===== config.mk =====
export PLATFORM = sky130hd
export DESIGN_NAME = vga_anim_pattern_gen
export DESIGN_NICKNAME = d
export VERILOG_FILES = /design/src/rtl/vga_pkg.sv /design/src/rtl/vga_frame_timer.sv /design/src/rtl/vga_anim_pattern_gen.sv
export SDC_FILE = /design/constraint.sdc
export NUM_CORES = 1
export LEC_CHECK = 0
export BUFFER_PORTS_ARGS = -buffer_cell sky130_fd_sc_hd__buf_2
export CORE_MARGIN = 2
export CORE_UTILIZATION = 50
export CTS_CLUSTER_DIAMETER = 120
export DETAILED_ROUTE_END_ITERATION = 10
export PLACE_DENSITY_LB_ADDON = 0.2
export SYNTH_ARGS = -nofsm -noshare
export SYNTH_HDL_FRONTEND = slang
export SYNTH_SLANG_ARGS = --single-unit

===== constraint.sdc =====
create_clock -name clk -period 4.1 [get_ports clk]
set_clock_uncertainty 0.2 [all_clocks]
set_input_delay 0.41 -clock clk [delete_from_list [all_inputs] [get_ports clk]]
set_output_delay 0.41 -clock clk [all_outputs]
set_load 0.01 [all_outputs]

===== src/rtl/vga_pkg.sv =====
// Shared pattern-mode encodings and default colour depth for the animated VGA pattern generator.
package vga_pkg;

  localparam logic [1:0] MODE_BARS  = 2'd0;
  localparam logic [1:0] MODE_CHECK = 2'd1;
  localparam logic [1:0] MODE_DIAG  = 2'd2;
  localparam logic [1:0] MODE_SOLID = 2'd3;

  localparam int DEFAULT_COLOR_BITS = 2;

endpackage


===== src/rtl/vga_frame_timer.sv =====
// Per-frame state: vsync edge detect, frame counter, horizontal scroll accumulator and mode latch.
module vga_frame_timer
  import vga_pkg::*;
#(
  parameter int   COORD_W   = 10,
  parameter int   FRAME_W   = 8,
  parameter logic VSYNC_POL = 1'b0
) (
  input  logic               clk,
  input  logic               reset,
  input  logic               vsync,
  input  logic [1:0]         mode,
  input  logic [2:0]         speed,
  input  logic               pause,
  output logic               frame_tick,
  output logic [FRAME_W-1:0] frame_count,
  output logic [COORD_W-1:0] scroll,
  output logic [1:0]         mode_q
);

  logic               vs_reg;
  logic [FRAME_W-1:0] frame_count_reg;
  logic [COORD_W-1:0] scroll_reg;
  logic [1:0]         mode_reg;

  // One tick on the edge into the asserted vsync level, whatever the polarity.
  assign frame_tick = (vsync == VSYNC_POL) && (vs_reg != VSYNC_POL);

  always_ff @(posedge clk) begin
    if (reset) begin
      vs_reg          <= ~VSYNC_POL;
      frame_count_reg <= '0;
      scroll_reg      <= '0;
      mode_reg        <= MODE_BARS;
    end else begin
      vs_reg <= vsync;
      if (frame_tick) begin
        // The mode is latched even while paused so a paused display can still switch pattern.
        mode_reg <= mode;
        if (!pause) begin
          frame_count_reg <= frame_count_reg + 1'b1;
          scroll_reg      <= scroll_reg + COORD_W'(speed);
        end
      end
    end
  end

  assign frame_count = frame_count_reg;
  assign scroll      = scroll_reg;
  assign mode_q      = mode_reg;

endmodule


===== src/rtl/vga_anim_pattern_gen.sv =====
// Animated VGA pattern generator: frame-latched mode, scrolling pattern mux and one-clock
// registered RGB output stage.
module vga_anim_pattern_gen
  import vga_pkg::*;
#(
  parameter int   COLOR_BITS = DEFAULT_COLOR_BITS,
  parameter int   COORD_W    = 10,
  parameter int   FRAME_W    = 8,
  parameter logic VSYNC_POL  = 1'b0
) (
  input  logic                  clk,
  input  logic                  reset,
  input  logic [COORD_W-1:0]    pix_x,
  input  logic [COORD_W-1:0]    pix_y,
  input  logic                  video_active,
  input  logic                  vsync,
  input  logic [1:0]            mode,
  input  logic [2:0]            speed,
  input  logic                  pause,
  output logic [COLOR_BITS-1:0] R,
  output logic [COLOR_BITS-1:0] G,
  output logic [COLOR_BITS-1:0] B,
  output logic [FRAME_W-1:0]    frame_count
);

  localparam int CB = COLOR_BITS;

  logic               frame_tick;
  logic [COORD_W-1:0] scroll;
  logic [1:0]         mode_q;
  logic [FRAME_W-1:0] frame_count_int;

  vga_frame_timer #(
    .COORD_W   (COORD_W),
    .FRAME_W   (FRAME_W),
    .VSYNC_POL (VSYNC_POL)
  ) u_frame_timer (
    .clk         (clk),
    .reset       (reset),
    .vsync       (vsync),
    .mode        (mode),
    .speed       (speed),
    .pause       (pause),
    .frame_tick  (frame_tick),
    .frame_count (frame_count_int),
    .scroll      (scroll),
    .mode_q      (mode_q)
  );

  logic [COORD_W-1:0]  mx;
  logic [FRAME_W+1:0]  fc_x4;
  logic [COORD_W-1:0]  diag_sum;
  logic                check_bit;
  logic [CB-1:0]       pat_r, pat_g, pat_b;

  assign mx        = pix_x + scroll;
  assign fc_x4     = {frame_count_int, 2'b00};
  assign diag_sum  = mx + pix_y + COORD_W'(fc_x4);
  assign check_bit = mx[4] ^ pix_y[4];

  always_comb begin
    pat_r = '0;
    pat_g = '0;
    pat_b = '0;
    case (mode_q)
      MODE_BARS: begin
        pat_r = mx[5+:CB];
        pat_g = mx[6+:CB];
        pat_b = mx[7+:CB];
      end
      MODE_CHECK: begin
        pat_r = {CB{check_bit}};
        pat_g = {CB{check_bit}};
        pat_b = {CB{check_bit}};
      end
      MODE_DIAG: begin
        pat_r = diag_sum[8-:CB];
        pat_g = diag_sum[7-:CB];
        pat_b = diag_sum[6-:CB];
      end
      default: begin
        pat_r = frame_count_int[FRAME_W-1-:CB];
        pat_g = frame_count_int[FRAME_W-1-:CB];
        pat_b = frame_count_int[FRAME_W-1-:CB];
      end
    endcase
  end

  logic [CB-1:0] r_reg, g_reg, b_reg;

  // Blanking is applied at the register so RGB is zero outside the visible area.
  always_ff @(posedge clk) begin
    if (reset) begin
      r_reg <= '0;
      g_reg <= '0;
      b_reg <= '0;
    end else if (video_active) begin
      r_reg <= pat_r;
      g_reg <= pat_g;
      b_reg <= pat_b;
    end else begin
      r_reg <= '0;
      g_reg <= '0;
      b_reg <= '0;
    end
  end

  assign R           = r_reg;
  assign G           = g_reg;
  assign B           = b_reg;
  assign frame_count = frame_count_int;

  // Some bits only feed wider colour depths; collected here so they are not reported unused.
  logic unused_bits;
  assign unused_bits = ^{frame_tick, mx, fc_x4, diag_sum};

endmodule

* Word-level counts from Yosys, hierarchy flattened
Cells that the tools add are included.
** Word-level totals
- Register bits :: 27
- Output and inout bits :: 14
- Word-level logic and storage cells :: 25
** Operators by class
- $add $sub $neg :: 5
- Equality and inequality tests :: 2
- Multiplexer cells :: 3
- Bitwise gates (word level) :: 4
- Reductions and logical operators :: 4
** Operators by type and width (count)
- 9-bit adder :: 3
- 2-bit one-hot mux with 3 select lines :: 3
- 10-bit by 3-bit adder with 10-bit output :: 1
- 8-bit by 1-bit adder with 8-bit output (second input constant) :: 1
- 1-bit inverter :: 3
- 2-bit by 1-bit == test with 1-bit output (second input constant) :: 1
- 2-bit == test (second input constant) :: 1
- 2-bit logical NOT :: 1
- 2-bit AND reduction :: 1
- 2-bit OR reduction :: 1
- 1-bit logical AND :: 1
- 1-bit bitwise XOR :: 1

* Depth between registers and ports, before layout
Gate-level depths: netlist of the first run.
- Depth after elaboration :: 4
- Depth in mapped cells :: 17
- Depth with buffers taken out :: 17

* By module
A second synthesis of the first run with hierarchy kept.
** Unflattened totals
- Cells, all modules :: 220
- Area, all modules :: 2038.2 µm²
** Modules (own cells, without submodules)
- vga_anim_pattern_gen :: times used 1, cells an instance 119, area each 1043.5 µm², seq. area each 120.1 µm²
- vga_frame_timer :: times used 1, cells an instance 101, area each 994.7 µm², seq. area each 420.4 µm²

* Least setup slack after synthesis of the first run
Ideal clock, no wire load.
- Path type :: input to register
- From :: input pix_x[0]
- To :: register r_reg[1] (netlist: R[1])
- Data arrival time :: 3556 ps
- Required time :: 3784 ps
- Setup slack :: 227 ps
- Stages :: 15
- Buffers on the path :: 0
- Path through :: ha_1 fa_1 a21oi_1 nor2_1 nor3_1 xor2_1 fa_1 inv_1 ha_1 nor2b_1 a31o_1 or4_4 nand3_2 xnor2_1 a41o_1
** Between the ends
- Cells in the longest elaborated chain, start to end :: 4
- Elaborated cells between the ends (all ways) :: 5
** Ends and longest elaborated chain
- start, declared :: line vga_anim_pattern_gen.sv:13 : input logic [COORD_W-1:0] pix_x,
- 9-bit adder * :: line vga_anim_pattern_gen.sv:56 : assign mx = pix_x + scroll;
- 9-bit adder (2 in a row) :: line vga_anim_pattern_gen.sv:58 : assign diag_sum = mx + pix_y + COORD_W'(fc_x4);
- 2-bit one-hot mux with 3 select lines * :: line vga_anim_pattern_gen.sv:65 : case (mode_q)
- end signal, assigned :: line vga_anim_pattern_gen.sv:98 : r_reg <= pat_r;
- end, declared :: line vga_anim_pattern_gen.sv:89 : logic [CB-1:0] r_reg, g_reg, b_reg;
Mark *: on every way between the ends. The rest lies on a longest branch, timed or not.
A chain may end at the register's enable or synchronous reset.

* Worst setup path after layout of the first run
- From :: register u_frame_timer.scroll_reg[1] (netlist: u_frame_timer.scroll[1])
- To :: register r_reg[1] (netlist: R[1])
** Between the ends
- Cells in the longest elaborated chain, start to end :: 4
- Elaborated cells between the ends (all ways) :: 5
** Ends and longest elaborated chain
- start, declared :: line vga_frame_timer.sv:23 : logic [COORD_W-1:0] scroll_reg;
- start signal, assigned :: line vga_frame_timer.sv:42 : scroll_reg <= scroll_reg + COORD_W'(speed);
- 9-bit adder * :: line vga_anim_pattern_gen.sv:56
- 9-bit adder (2 in a row) :: line vga_anim_pattern_gen.sv:58
- 2-bit one-hot mux with 3 select lines * :: line vga_anim_pattern_gen.sv:65
Marks and branches as above.

==> results of run 1 <==
final cells by class:
type / count / area share, %
Tap cell: 48 / 2.62
Sequential cell: 26 / 22.7
Inverter: 26 / 4.26
Multi-Input combinational cell: 162 / 55.1
Timing Repair Buffer: 51 / 12.2
Clock inverter: 1 / 1.31
Clock buffer: 3 / 1.80
logic make-up after synthesis:
group                      after synthesis  synth area share (%)
AOI/OAI and AO/OA                       35                  11.7
xor gates and xnor gates                26                  12.1
adders and majority gates               28                  21.8
buffers and inverters                   31                  6.26
DFF                                     26                  27.7
muxes                                    3                  1.60
and+or+nand+nor                         70                  18.8
power groups by stage:
| stage | Combinational, mW | Sequential (mW) | Clock (mW) |
|---|---|---|---|
| floorplan | 0.113 | 0.274 | 0 |
| global placement | 0.164 | 0.273 | 0 |
| detailed placement | 0.167 | 0.274 | 0 |
| CTS | 0.169 | 0.268 | 0.221 |
| global route | 0.196 | 0.270 | 0.232 |
| finish | 0.169 | 0.268 | 0.216 |
layout by cell type (no fill, tap or decap), types with 4 or more instances in the layout:
cell type and instances:
sky130_fd_sc_hd__buf_2 41, sky130_fd_sc_hd__nor2_1 29, sky130_fd_sc_hd__dfxtp_1 26, sky130_fd_sc_hd__inv_1 26
sky130_fd_sc_hd__ha_1 20, sky130_fd_sc_hd__xnor2_1 15, sky130_fd_sc_hd__a21oi_1 12, sky130_fd_sc_hd__xor2_1 10
sky130_fd_sc_hd__buf_4 10, sky130_fd_sc_hd__nand3_1 9, sky130_fd_sc_hd__nor2b_1 8, sky130_fd_sc_hd__fa_1 7
sky130_fd_sc_hd__a31oi_1 6, sky130_fd_sc_hd__nand2_1 4, sky130_fd_sc_hd__nand2b_1 4
final timing paths:
path,cells past startpoint,endpoint,slack (ns)
min reg2reg,2,u_frame_timer.scroll[8],0.35
max reg2reg,15,R[1],0.20
max,15,R[1],0.20
min,2,u_frame_timer.vs_reg,0.14
per-stage QoR:
stage	power, mW	util, %
after global placement	0.437	60.5
final	0.652	63.1
after floorplan	0.386	-
after detailed placement	0.440	60.5
after global routing	0.698	63.1
after CTS	0.657	62.5
layer usage:
metal	track usage, %	routed length [µm]	vias up
li1	-	-	838
met1	24.9	1620	719
met2	33.8	1810	31
met3	2.40	145	5
met4	7.03	53	0
met5	0	0	-
worst register-to-register path: cells and delay by family (launching register included):
kind | cells | cell delay (ns)
xor+xnor | 2 | 0.18
simple gates | 3 | 0.64
fa+ha+maj | 3 | 1.04
compound gates | 6 | 1.30
flops | 1 | 0.39
buf+inv | 1 | 0.04
==> Implementation_results.wiki, run 1 <==
{| class="wikitable"
! Metric !! Value
|-
| TritonCTS clock tree || yes
|-
| CTS HTree Levels || 1
|-
| Global route total overflow || 0
|-
| Number of antenna violations at the first check in global routing || 0
|-
| Net Count, Synth || 277
|-
| RSZ-0062 raised after global routing || no
|-
| Seq. cell area || 520 µm²
|-
| Gate family responsible for the most delay along the worst path || compound AO/OA/AOI/OAI gates
|-
| Routed via count || 1,593
|-
| Net switching share of the total power || 27.0%
|-
| Total negative slack for setup checks || 0 ns
|-
| Ant diodes || 0
|-
| Count leader, synth || sky130_fd_sc_hd__nor2_1
|-
| Status || complete, no violations
|-
| Headroom to the max-slew limit || around 73%
|-
| Post-CTS Repair Setup Buffers || 0
|-
| Seq cells post-synth || 26
|-
| Worst skew pair latency || 0.27 ns
|-
| Worst setup startpoint || u_frame_timer.scroll[1]
|-
| Inst Count DP || around 310
|-
| Number of input and output port buffers inserted || a little over 40
|-
| Data arrival at the endpoint of the critical path || 3.88 ns
|-
| Worst Min Path Start || vsync
|-
| Library cell with the largest summed area after synthesis || sky130_fd_sc_hd__dfxtp_1
|-
| Portion of the clock cycle consumed by the worst path in the final layout || 95.2%
|-
| Flip-flop count of the largest register, all copies and words added || 9
|-
| Crit path time final || 3.90 ns
|-
| Count of pins on the block boundary || 44
|-
| Layout Cells excl Fill || 317
|-
| Async set-or-reset flop fraction in the synthesized netlist || 0%
|-
| Number of flops mapped to enable cells by yosys || 0
|-
| Most common flop cell mapped by yosys || sky130_fd_sc_hd__dfxtp_1
|-
| Most frequent cell on the critical path || sky130_fd_sc_hd__ha_1
|-
| Design area || 2290 µm²
|-
| Share of post-route cells with drive strength above 1 || about a quarter
|-
| Peak supply drop || roughly 170 µV
|-
| Maximum number of pins on one net before global-route repair || 23
|-
| Startpoint type of the worst setup path || flop
|-
| Net switching power || ~0.18 mW
|-
| Sequential share of power || about two fifths
|-
| Final Net Count || 328
|-
| Clock network fraction of design power || 33.1%
|-
| Final WL || about 3600 µm
|-
| Ordered cell list for the critical path || ha_1, a21o_1, a211o_1, a21oi_2, xor2_2, fa_1, inv_1, ha_1, a21oi_1, nor2b_1, a31o_1, or4_4, nand3_2, xnor2_1, a41o_1
|-
| Final hold violation count || 0
|-
| Wire length per cell || 11.4 µm
|-
| Max-slew violation count || 0
|-
| Chip Height || 65.3 µm
|-
| CP max stage delay || 0.50 ns
|-
| Slowest library cell on the worst path || sky130_fd_sc_hd__fa_1
|-
| Final count of negative-setup-slack endpoints || 0
|-
| Setup WS pre-CTS || -0.102 ns
|-
| Capturing element type of the critical path || flop
|-
| Power per standard cell area || 284 nW/µm²
|-
| Maximum buffer depth of the clock tree || 2
|-
| Worst Setup Path Type || reg -> reg
|-
| Cell Area, Placed || roughly 2200 µm²
|-
| Layout overhead on the synthesized area || 22.0%
|-
| Die Area || 4260 µm²
|-
| Core box area || between 3000 and 4000 µm²
|-
| Startpoint of the most critical register-to-register path || u_frame_timer.scroll[1]
|-
| Overall track demand over capacity in global routing || 19.5%
|-
| Die extent in x || 65.3 µm
|-
| Final RePlAce weighted congestion || 0.833
|-
| Placed wire-length estimate || 2910 µm
|-
| Root Buffer || sky130_fd_sc_hd__clkbuf_8
|-
| Slew at the pin closest to its max-slew limit || about 0.41 ns
|-
| Length of the first detailed-routing pass in iterations || 4
|-
| Worst setup slack after layout || 0.198 ns
|-
| Number of clock buffers inserted by TritonCTS || 3
|-
| First-pass GRT wire length || 6470 µm
|-
| Top fanout value on the critical path || 3
|-
| Number of resized instances in the post-cts repair step || 0
|-
| Vias per cell || 5.03
|-
| Area used by multi-input combinational logic || 1260 µm²
|-
| Post-synthesis area per instance || between 8 and 9 µm²
|-
| DR DRC count || 0
|-
| Maximum Capacitance Violations || 0
|-
| Sequential-to-total area share from yosys stat || 27.7%
|-
| Number of fill cells in the layout || 343
|-
| Number of hold buffers added after CTS || 0
|-
| Antenna Violating Nets Remaining || 0
|-
| Rows || 22
|-
| Maximum operating frequency || about 260 MHz
|-
| Internal power || 0.476 mW
|-
| Clock net sink count || 26
|-
| Combined buffer and inverter count along the critical path || 1
|-
| Ranking of synthesized cells by instance count || sky130_fd_sc_hd__nor2_1 (29), sky130_fd_sc_hd__dfxtp_1 (26), sky130_fd_sc_hd__inv_1 (26)
|-
| Post-CTS clock slew at the launch and capture registers of the worst setup and hold paths || 0.09 ns
|-
| HP Class || in -> reg
|-
| Part of the power in combinational logic || 25.9%
|-
| Post-synth top area share || approximately 28%
|-
| Detailed Route Iter0 Violations || 48
|-
| Static leakage || between 1 and 1.5 nW
|-
| Number of distinct library cells after synthesis || 35
|-
| Number of global-route vias before repair || 1,513
|-
| Critical path data required time || 4.07 ns
|-
| Cell types with the largest area share after synthesis || sky130_fd_sc_hd__dfxtp_1 (28%), sky130_fd_sc_hd__ha_1 (13%), sky130_fd_sc_hd__fa_1 (8.5%)
|-
| Number of warning messages in the yosys log || 0
|-
| Post-synthesis instance area || 1880 µm²
|-
| Final hold slack || 0.136 ns
|-
| Number of instances in the synthesized netlist || roughly 220
|-
| Initial Util || about half
|}
Power figures use the tool's default switching activity.
==> run 2, diff against run 1 <==
--- a/config.mk
+++ b/config.mk
@@ -10,3 +10,3 @@
 export CORE_UTILIZATION = 50
-export CTS_CLUSTER_DIAMETER = 120
+export CTS_CLUSTER_DIAMETER = 100
 export DETAILED_ROUTE_END_ITERATION = 10
==> constraint.sdc (replaced) <==
create_clock -name clk -period 4.1 [get_ports clk]
set_clock_uncertainty 0.2 [all_clocks]
set_input_delay 0.82 -clock clk [delete_from_list [all_inputs] [get_ports clk]]
set_output_delay 0.82 -clock clk [all_outputs]
set_load 0.01 [all_outputs]
==> run 2 against run 1 <==
Against the previous run: the run now ends with setup timing left; die area is the same; flip-flop and latch count is the same; wire length rose by 21%; first-iteration DRC count rose by 38%; sequential power barely moved; critical path depth up 3; fmax down 5.7%; via count rose by 5.7%; hold slack improved by 0.20 ns; register-to-register slack improved by 0.03 ns; critical endpoint unchanged; largest cell class unchanged; highest routed layer unchanged.
==> Implementation_results.wiki, run 2 (same netlist as run 1, synthesis figures left out) <==
{| class="wikitable"
! Metric !! Value
|-
| Number of input and output port buffers inserted || 41 (unchanged)
|-
| Overall track demand over capacity in global routing || 21.3% (+1.8 points)
|-
| Top fanout value on the critical path || 2 (-1)
|-
| Total negative slack for setup checks || -0.0365 ns (-0.0365 ns)
|-
| Most used cells in the layout excluding fill and tap cells || sky130_fd_sc_hd__buf_2 (39), sky130_fd_sc_hd__nor2_1 (28), sky130_fd_sc_hd__dfxtp_1 (26), sky130_fd_sc_hd__buf_4 (26), sky130_fd_sc_hd__inv_1 (23)
|-
| Post-CTS clock slew at the launch and capture registers of the worst setup and hold paths || 0.09 ns (about the same)
|-
| Data arrival at the endpoint of the critical path || 4.11 ns (+0.23 ns)
|-
| Slew at the pin closest to its max-slew limit || 0.614 ns (+0.208 ns)
|-
| DR DRC count || 0 (unchanged)
|-
| Count of pins on the block boundary || 44 (unchanged)
|-
| Length of the first detailed-routing pass in iterations || 4 (unchanged)
|-
| Rows || 22 (unchanged)
|-
| Wire length per cell || 13.2 µm (+15%)
|-
| Worst setup startpoint || pix_x[1]
|-
| Antenna Violating Nets Remaining || 0 (unchanged)
|-
| Power per standard cell area || 277 nW/µm² (-2.5%)
|-
| Vias per cell || 5.04 (+0.33%)
|-
| Ant diodes || 0 (unchanged)
|-
| Maximum number of pins on one net before global-route repair || 23 (unchanged)
|-
| Root Buffer || sky130_fd_sc_hd__clkbuf_8
|-
| Portion of the clock cycle consumed by the worst path in the final layout || 101% (+5.7 points)
|-
| Max-slew violation count || 0 (unchanged)
|-
| Layout overhead on the synthesized area || 35.0%
|-
| Share of post-route cells with drive strength above 1 || 32.5% (+9.1 points)
|-
| Core box area || 3630 µm² (unchanged)
|-
| Static leakage || 1.21 nW (+8.5%)
|-
| Chip Height || 65.3 µm (unchanged)
|-
| Worst setup slack after layout || -0.0365 ns (-0.235 ns)
|-
| Startpoint of the most critical register-to-register path || u_frame_timer.scroll[0]
|-
| Maximum Capacitance Violations || 0 (unchanged)
|-
| Clock net sink count || 26 (unchanged)
|-
| Setup WS pre-CTS || -0.428 ns (-0.326 ns)
|-
| Headroom to the max-slew limit || 59.0% (-14 points)
|-
| Maximum buffer depth of the clock tree || 2 (unchanged)
|-
| Final Net Count || 345 (+5.2%)
|-
| Number of global-route vias before repair || 1,651 (+9.1%)
|-
| Number of antenna violations at the first check in global routing || 0 (unchanged)
|-
| Placed wire-length estimate || 3220 µm (+11%)
|-
| Flip-flop count of the largest register, all copies and words added || 9 (unchanged)
|-
| Final RePlAce weighted congestion || 0.870 (+4.5%)
|-
| Final count of negative-setup-slack endpoints || 1 (+1)
|-
| Global route total overflow || 0 (unchanged)
|-
| TritonCTS clock tree || yes
|-
| Violations in the final reports || setup timing
|-
| Overall power of the completed layout || 0.703 mW (+7.8%)
|-
| Initial Util || 51.7% (unchanged)
|-
| First-pass GRT wire length || 7040 µm (+8.9%)
|-
| Crit path time final || 4.14 ns (+0.235 ns)
|-
| CTS HTree Levels || 1 (unchanged)
|-
| Die Area || 4260 µm² (unchanged)
|-
| Worst Min Path Start || u_frame_timer.scroll[8]
|-
| Final WL || 4410 µm (+21%)
|-
| Final hold violation count || 0 (unchanged)
|-
| Status || finished, violations left
|-
| Critical path data required time || 4.07 ns (about the same)
|-
| Routed via count || 1,684 (+5.7%)
|-
| Worst skew pair latency || 0.27 ns (about the same)
|-
| Die extent in x || 65.3 µm (unchanged)
|-
| Startpoint type of the worst setup path || input port
|-
| Most common library cell in the layout ignoring fill and taps || sky130_fd_sc_hd__buf_2
|-
| Maximum operating frequency || 242 MHz (-5.7%)
|-
| RSZ-0062 raised after global routing || yes
|-
| HP Class || reg -> reg
|-
| Detailed Route Iter0 Violations || 66 (+38%)
|-
| Peak supply drop || 150 µV (-13%)
|-
| Layout Utilization || 69.8% (+6.7 points)
|-
| Worst Setup Path Type || in -> reg
|-
| Capturing element type of the critical path || flop
|-
| Final hold slack || 0.339 ns (+0.204 ns)
|-
| Number of clock buffers inserted by TritonCTS || 3 (unchanged)
|}
## run 2: cell types whose count changed in the layout (fill, tap and decap cells not counted), sizes merged
cell	before	now
buf	51	68
## run 2: timing repair
item | 4_1_cts | 5_1_grt
cloned | 0 | 0
setup buffers | 2 | 2
hold buffers | 0 | 0
endpoints found under the setup margin | 3 | 4
gates resized for setup | 5 | 14
pin swaps | 14 | 8
## run 2: critical path, cell delays in order
cell	delay (ns)
sky130_fd_sc_hd__buf_8	0.10
sky130_fd_sc_hd__buf_6	0.11
sky130_fd_sc_hd__fa_2	0.39
sky130_fd_sc_hd__a21oi_2	0.18
sky130_fd_sc_hd__nor2b_1	0.06
sky130_fd_sc_hd__nor2_1	0.11
sky130_fd_sc_hd__xnor2_1	0.15
sky130_fd_sc_hd__inv_1	0.11
sky130_fd_sc_hd__fa_1	0.54
sky130_fd_sc_hd__inv_2	0.06
sky130_fd_sc_hd__ha_4	0.17
sky130_fd_sc_hd__a21oi_4	0.15
sky130_fd_sc_hd__nor2b_1	0.06
sky130_fd_sc_hd__a31o_1	0.20
sky130_fd_sc_hd__or4_4	0.53
sky130_fd_sc_hd__nand3_4	0.09
sky130_fd_sc_hd__xnor2_2	0.07
sky130_fd_sc_hd__a41o_1	0.21
## run 2: final timing paths
path / endpoint / slack [ns] / depth (start not counted)
max: R[1] / -0.04 / 18
min: u_frame_timer.scroll[8] / 0.34 / 2
max reg2reg: R[1] / 0.23 / 17
min reg2reg: u_frame_timer.scroll[8] / 0.34 / 2
## run 2: report_power, final
group	total, mW	leakage (nW)	internal, mW	switching (mW)
logic	0.222	0.958	0.116	0.106
clock network	0.213	0.0357	0.131	0.0823
registers	0.268	0.211	0.261	0.00718
## run 2: cell type report
class,count,area [µm²]
clock buffers,3,41.3
inverters,26,97.6
fillers,312,1100
repair buffers,68,428
clock inverters,1,30.0
well taps,48,60.1
flip-flops and latches,26,520
multi-input cells,162,1360
## run 2: per-stage QoR
step,area (µm²),instances
after global placement,2340,326
after detailed placement,2340,326
final,2540,334
after CTS,2460,332
after global routing,2540,334
after floorplan,1930,219
## run 2: per-layer routing
layer	vias to the layer above	track usage (%)	part of all wire (%)
met1	779	24.3	42
met5	-	0	0
met2	29	39.4	54
met3	4	2.91	3.0
li1	872	-	-
met4	0	9.38	1.1
==> run 3, diff against run 2 <==
- BUFFER_PORTS_ARGS: -buffer_cell sky130_fd_sc_hd__buf_2 -> -buffer_cell sky130_fd_sc_hd__buf_4
==> run 3 against run 2 <==
Against the previous run: the flow now finishes without violations; flip-flop and latch count stayed put; combinational power shrank 4%; design area grew 1.3%; first-iteration DRC count fell by 38%; register-to-register slack better by 0.03 ns; critical path depth shrank 1; via count fell by 0.12%; die area did not move; non-clock buffer count decreased by 3; setup slack improved by 0.038 ns; hold slack better by 0.0090 ns; critical path type unchanged; largest cell class unchanged.
==> Implementation_results.wiki, run 3 (same netlist as run 1, synthesis figures left out) <==
{| class="wikitable"
! Metric !! Value
|-
| Rows || 22 (unchanged)
|-
| RSZ-0062 raised after global routing || yes
|-
| Data arrival at the endpoint of the critical path || 4.07 ns (-0.04 ns)
|-
| Part of the power in combinational logic || 30.5% (-1.1 points)
|-
| Area used by multi-input combinational logic || 1330 µm² (-2.2%)
|-
| Worst skew pair latency || 0.28 ns (about the same)
|-
| DR DRC count || 0 (unchanged)
|-
| First-pass GRT wire length || 6890 µm (-2.2%)
|-
| Net switching power || 0.195 mW (-0.36%)
|-
| Top fanout value on the critical path || 3 (+1)
|-
| Sequential share of power || 38.2% (about the same)
|-
| Internal power || 0.507 mW (-0.15%)
|-
| Crit path time final || 4.10 ns (-0.0381 ns)
|-
| Final count of negative-setup-slack endpoints || 0 (-1)
|-
| Layout overhead on the synthesized area || 36.8%
|-
| Maximum Capacitance Violations || 0 (unchanged)
|-
| Most frequent cell on the critical path || sky130_fd_sc_hd__ha_4
|-
| Number of antenna violations at the first check in global routing || 0 (unchanged)
|-
| Status || complete, no violations
|-
| Final RePlAce weighted congestion || 0.870 (unchanged)
|-
| CTS HTree Levels || 1 (unchanged)
|-
| Antenna Violating Nets Remaining || 0 (unchanged)
|-
| Inst Count DP || 327 (+0.31%)
|-
| Final WL || 4000 µm (-9.2%)
|-
| Final hold violation count || 0 (unchanged)
|-
| Die extent in x || 65.3 µm (unchanged)
|-
| Worst setup startpoint || pix_x[0]
|-
| Maximum buffer depth of the clock tree || 2 (unchanged)
|-
| Initial Util || 51.7% (unchanged)
|-
| Maximum number of pins on one net before global-route repair || 23 (unchanged)
|-
| Capturing element type of the critical path || flop
|-
| Wire length per cell || 12.1 µm (-8.4%)
|-
| Clock network fraction of design power || 31.3% (+1.0 points)
|-
| Critical path data required time || 4.08 ns (about the same)
|-
| CP max stage delay || 0.54 ns (about the same)
|-
| Slowest library cell on the worst path || sky130_fd_sc_hd__fa_1
|-
| Number of input and output port buffers inserted || 41 (unchanged)
|-
| Met2 routed WL || 2080 µm (-13%)
|-
| Core box area || 3630 µm² (unchanged)
|-
| Net switching share of the total power || 27.8% (-0.041 points)
|-
| Number of hold buffers added after CTS || 0 (unchanged)
|-
| Slew at the pin closest to its max-slew limit || 0.624 ns (+0.0103 ns)
|-
| Worst Min Path Start || u_frame_timer.scroll[8]
|-
| Total negative slack for setup checks || 0 ns (+0.0365 ns)
|-
| Global route total overflow || 0 (unchanged)
|-
| Met3 wirelength from detailed routing || 121 µm (-7.6%)
|-
| Share of post-route cells with drive strength above 1 || 30.7% (-1.8 points)
|-
| Number of global-route vias before repair || 1,650 (-0.061%)
|-
| Ant diodes || 0 (unchanged)
|-
| Max-slew violation count || 0 (unchanged)
|-
| Portion of the clock cycle consumed by the worst path in the final layout || 100% (-0.93 points)
|-
| Overall power of the completed layout || 0.702 mW (-0.21%)
|-
| Final Net Count || 342 (-0.87%)
|-
| HP Class || reg -> reg
|-
| Post-CTS clock slew at the launch and capture registers of the worst setup and hold paths || 0.09 ns (about the same)
|-
| Maximum operating frequency || 244 MHz (+0.93%)
|-
| Flip-flop count of the largest register, all copies and words added || 9 (unchanged)
|-
| Die Area || 4260 µm² (unchanged)
|-
| TritonCTS clock tree || yes
|-
| Most used cells in the layout excluding fill and tap cells || sky130_fd_sc_hd__buf_4 (64), sky130_fd_sc_hd__nor2_1 (29), sky130_fd_sc_hd__dfxtp_1 (26)
|-
| Power per standard cell area || 273 nW/µm² (-1.5%)
|-
| Startpoint type of the worst setup path || input port
|-
| Ordered cell list for the critical path || buf_6, ha_4, fa_2, a21oi_2, nor2_1, nor3_2, xor2_1, buf_4, fa_1, inv_2, ha_4, nor2b_1, a31o_1, or4_4, nand3_2, xnor2_1, a41o_1
|-
| Max Used Layer || met4
|-
| Chip Height || 65.3 µm (unchanged)
|-
| Final hold slack || 0.348 ns (+0.00902 ns)
|-
| Placed wire-length estimate || 3130 µm (-2.8%)
|-
| Most common library cell in the layout ignoring fill and taps || sky130_fd_sc_hd__buf_4
|-
| Routed via count || 1,682 (-0.12%)
|-
| Layout Cells excl Fill || 331 (-0.90%)
|-
| Root Buffer || sky130_fd_sc_hd__clkbuf_8
|-
| Routed metal-1 wire length || 1640 µm (-10%)
|-
| Detailed Route Iter0 Violations || 41 (-38%)
|-
| Number of fill cells in the layout || 299 (-4.2%)
|-
| Count of pins on the block boundary || 44 (unchanged)
|-
| Static leakage || 1.20 nW (-0.10%)
|-
| Worst Setup Path Type || in -> reg
|-
| Peak supply drop || 184 µV (+23%)
|-
| Length of the first detailed-routing pass in iterations || 4 (unchanged)
|-
| Number of clock buffers inserted by TritonCTS || 3 (unchanged)
|-
| Headroom to the max-slew limit || 58.3% (-0.69 points)
|-
| Overall track demand over capacity in global routing || 20.9% (-0.39 points)
|-
| Clock net sink count || 26 (unchanged)
|-
| Seq. cell area || 520 µm² (unchanged)
|-
| Startpoint of the most critical register-to-register path || u_frame_timer.scroll[0]
|-
| Vias per cell || 5.08 (+0.79%)
|}
## run 3: metal layers
layer | track usage [%] | vias to the layer above
met5 | 0 | -
met4 | 10.2 | 0
met3 | 2.23 | 15
met2 | 39.8 | 33
met1 | 22.9 | 771
li1 | - | 863
## run 3: layout make-up
cell class / instances / share of cell area, %
clock buffers: 3 / 1.61
repair buffers: 65 / 19.1
flip-flops and latches: 26 / 20.3
inverters: 26 / 3.80
clock inverters: 1 / 1.17
multi-input cells: 162 / 51.7
well taps: 48 / 2.34
## run 3: stage by stage
stage	utilization, %	setup WS (ns)	instance area, µm²
final	70.7	0.00165	2570
after global routing	70.7	-0.121	2570
after CTS	70.6	-0.0116	2570
after detailed placement	67.6	-0.417	2450
after global placement	67.6	-0.390	2450
after floorplan	-	-0.0595	1930
## run 3: worst max-delay path: cells and delay by family
family,cells,cell delay (ns)
compound gates,3,0.56
fa+ha+maj,4,1.30
simple gates,5,0.93
buf+inv,3,0.30
xor+xnor,2,0.16
## run 3: path summary, 6_finish.rpt
kind	depth (start not counted)	end	slack, ns
max reg2reg	16	R[1]	0.26
max	17	R[1]	0.002
min reg2reg	2	u_frame_timer.scroll[8]	0.35
min	2	u_frame_timer.scroll[8]	0.35
## run 3: what timing repair did
item	in CTS	in global routing
resized for setup	7	1
pin swaps	11	4
endpoints found under the setup margin	3	4
buffers inserted	1	0
## run 3: power groups by stage
stage / registers, mW / clock network (mW) / logic [mW]
2_1_floorplan: 0.274 / 0 / 0.120
3_3_place_gp: 0.274 / 0 / 0.196
3_5_place_dp: 0.274 / 0 / 0.202
4_1_cts: 0.268 / 0.223 / 0.213
5_1_grt: 0.270 / 0.231 / 0.239
6_report: 0.268 / 0.219 / 0.214
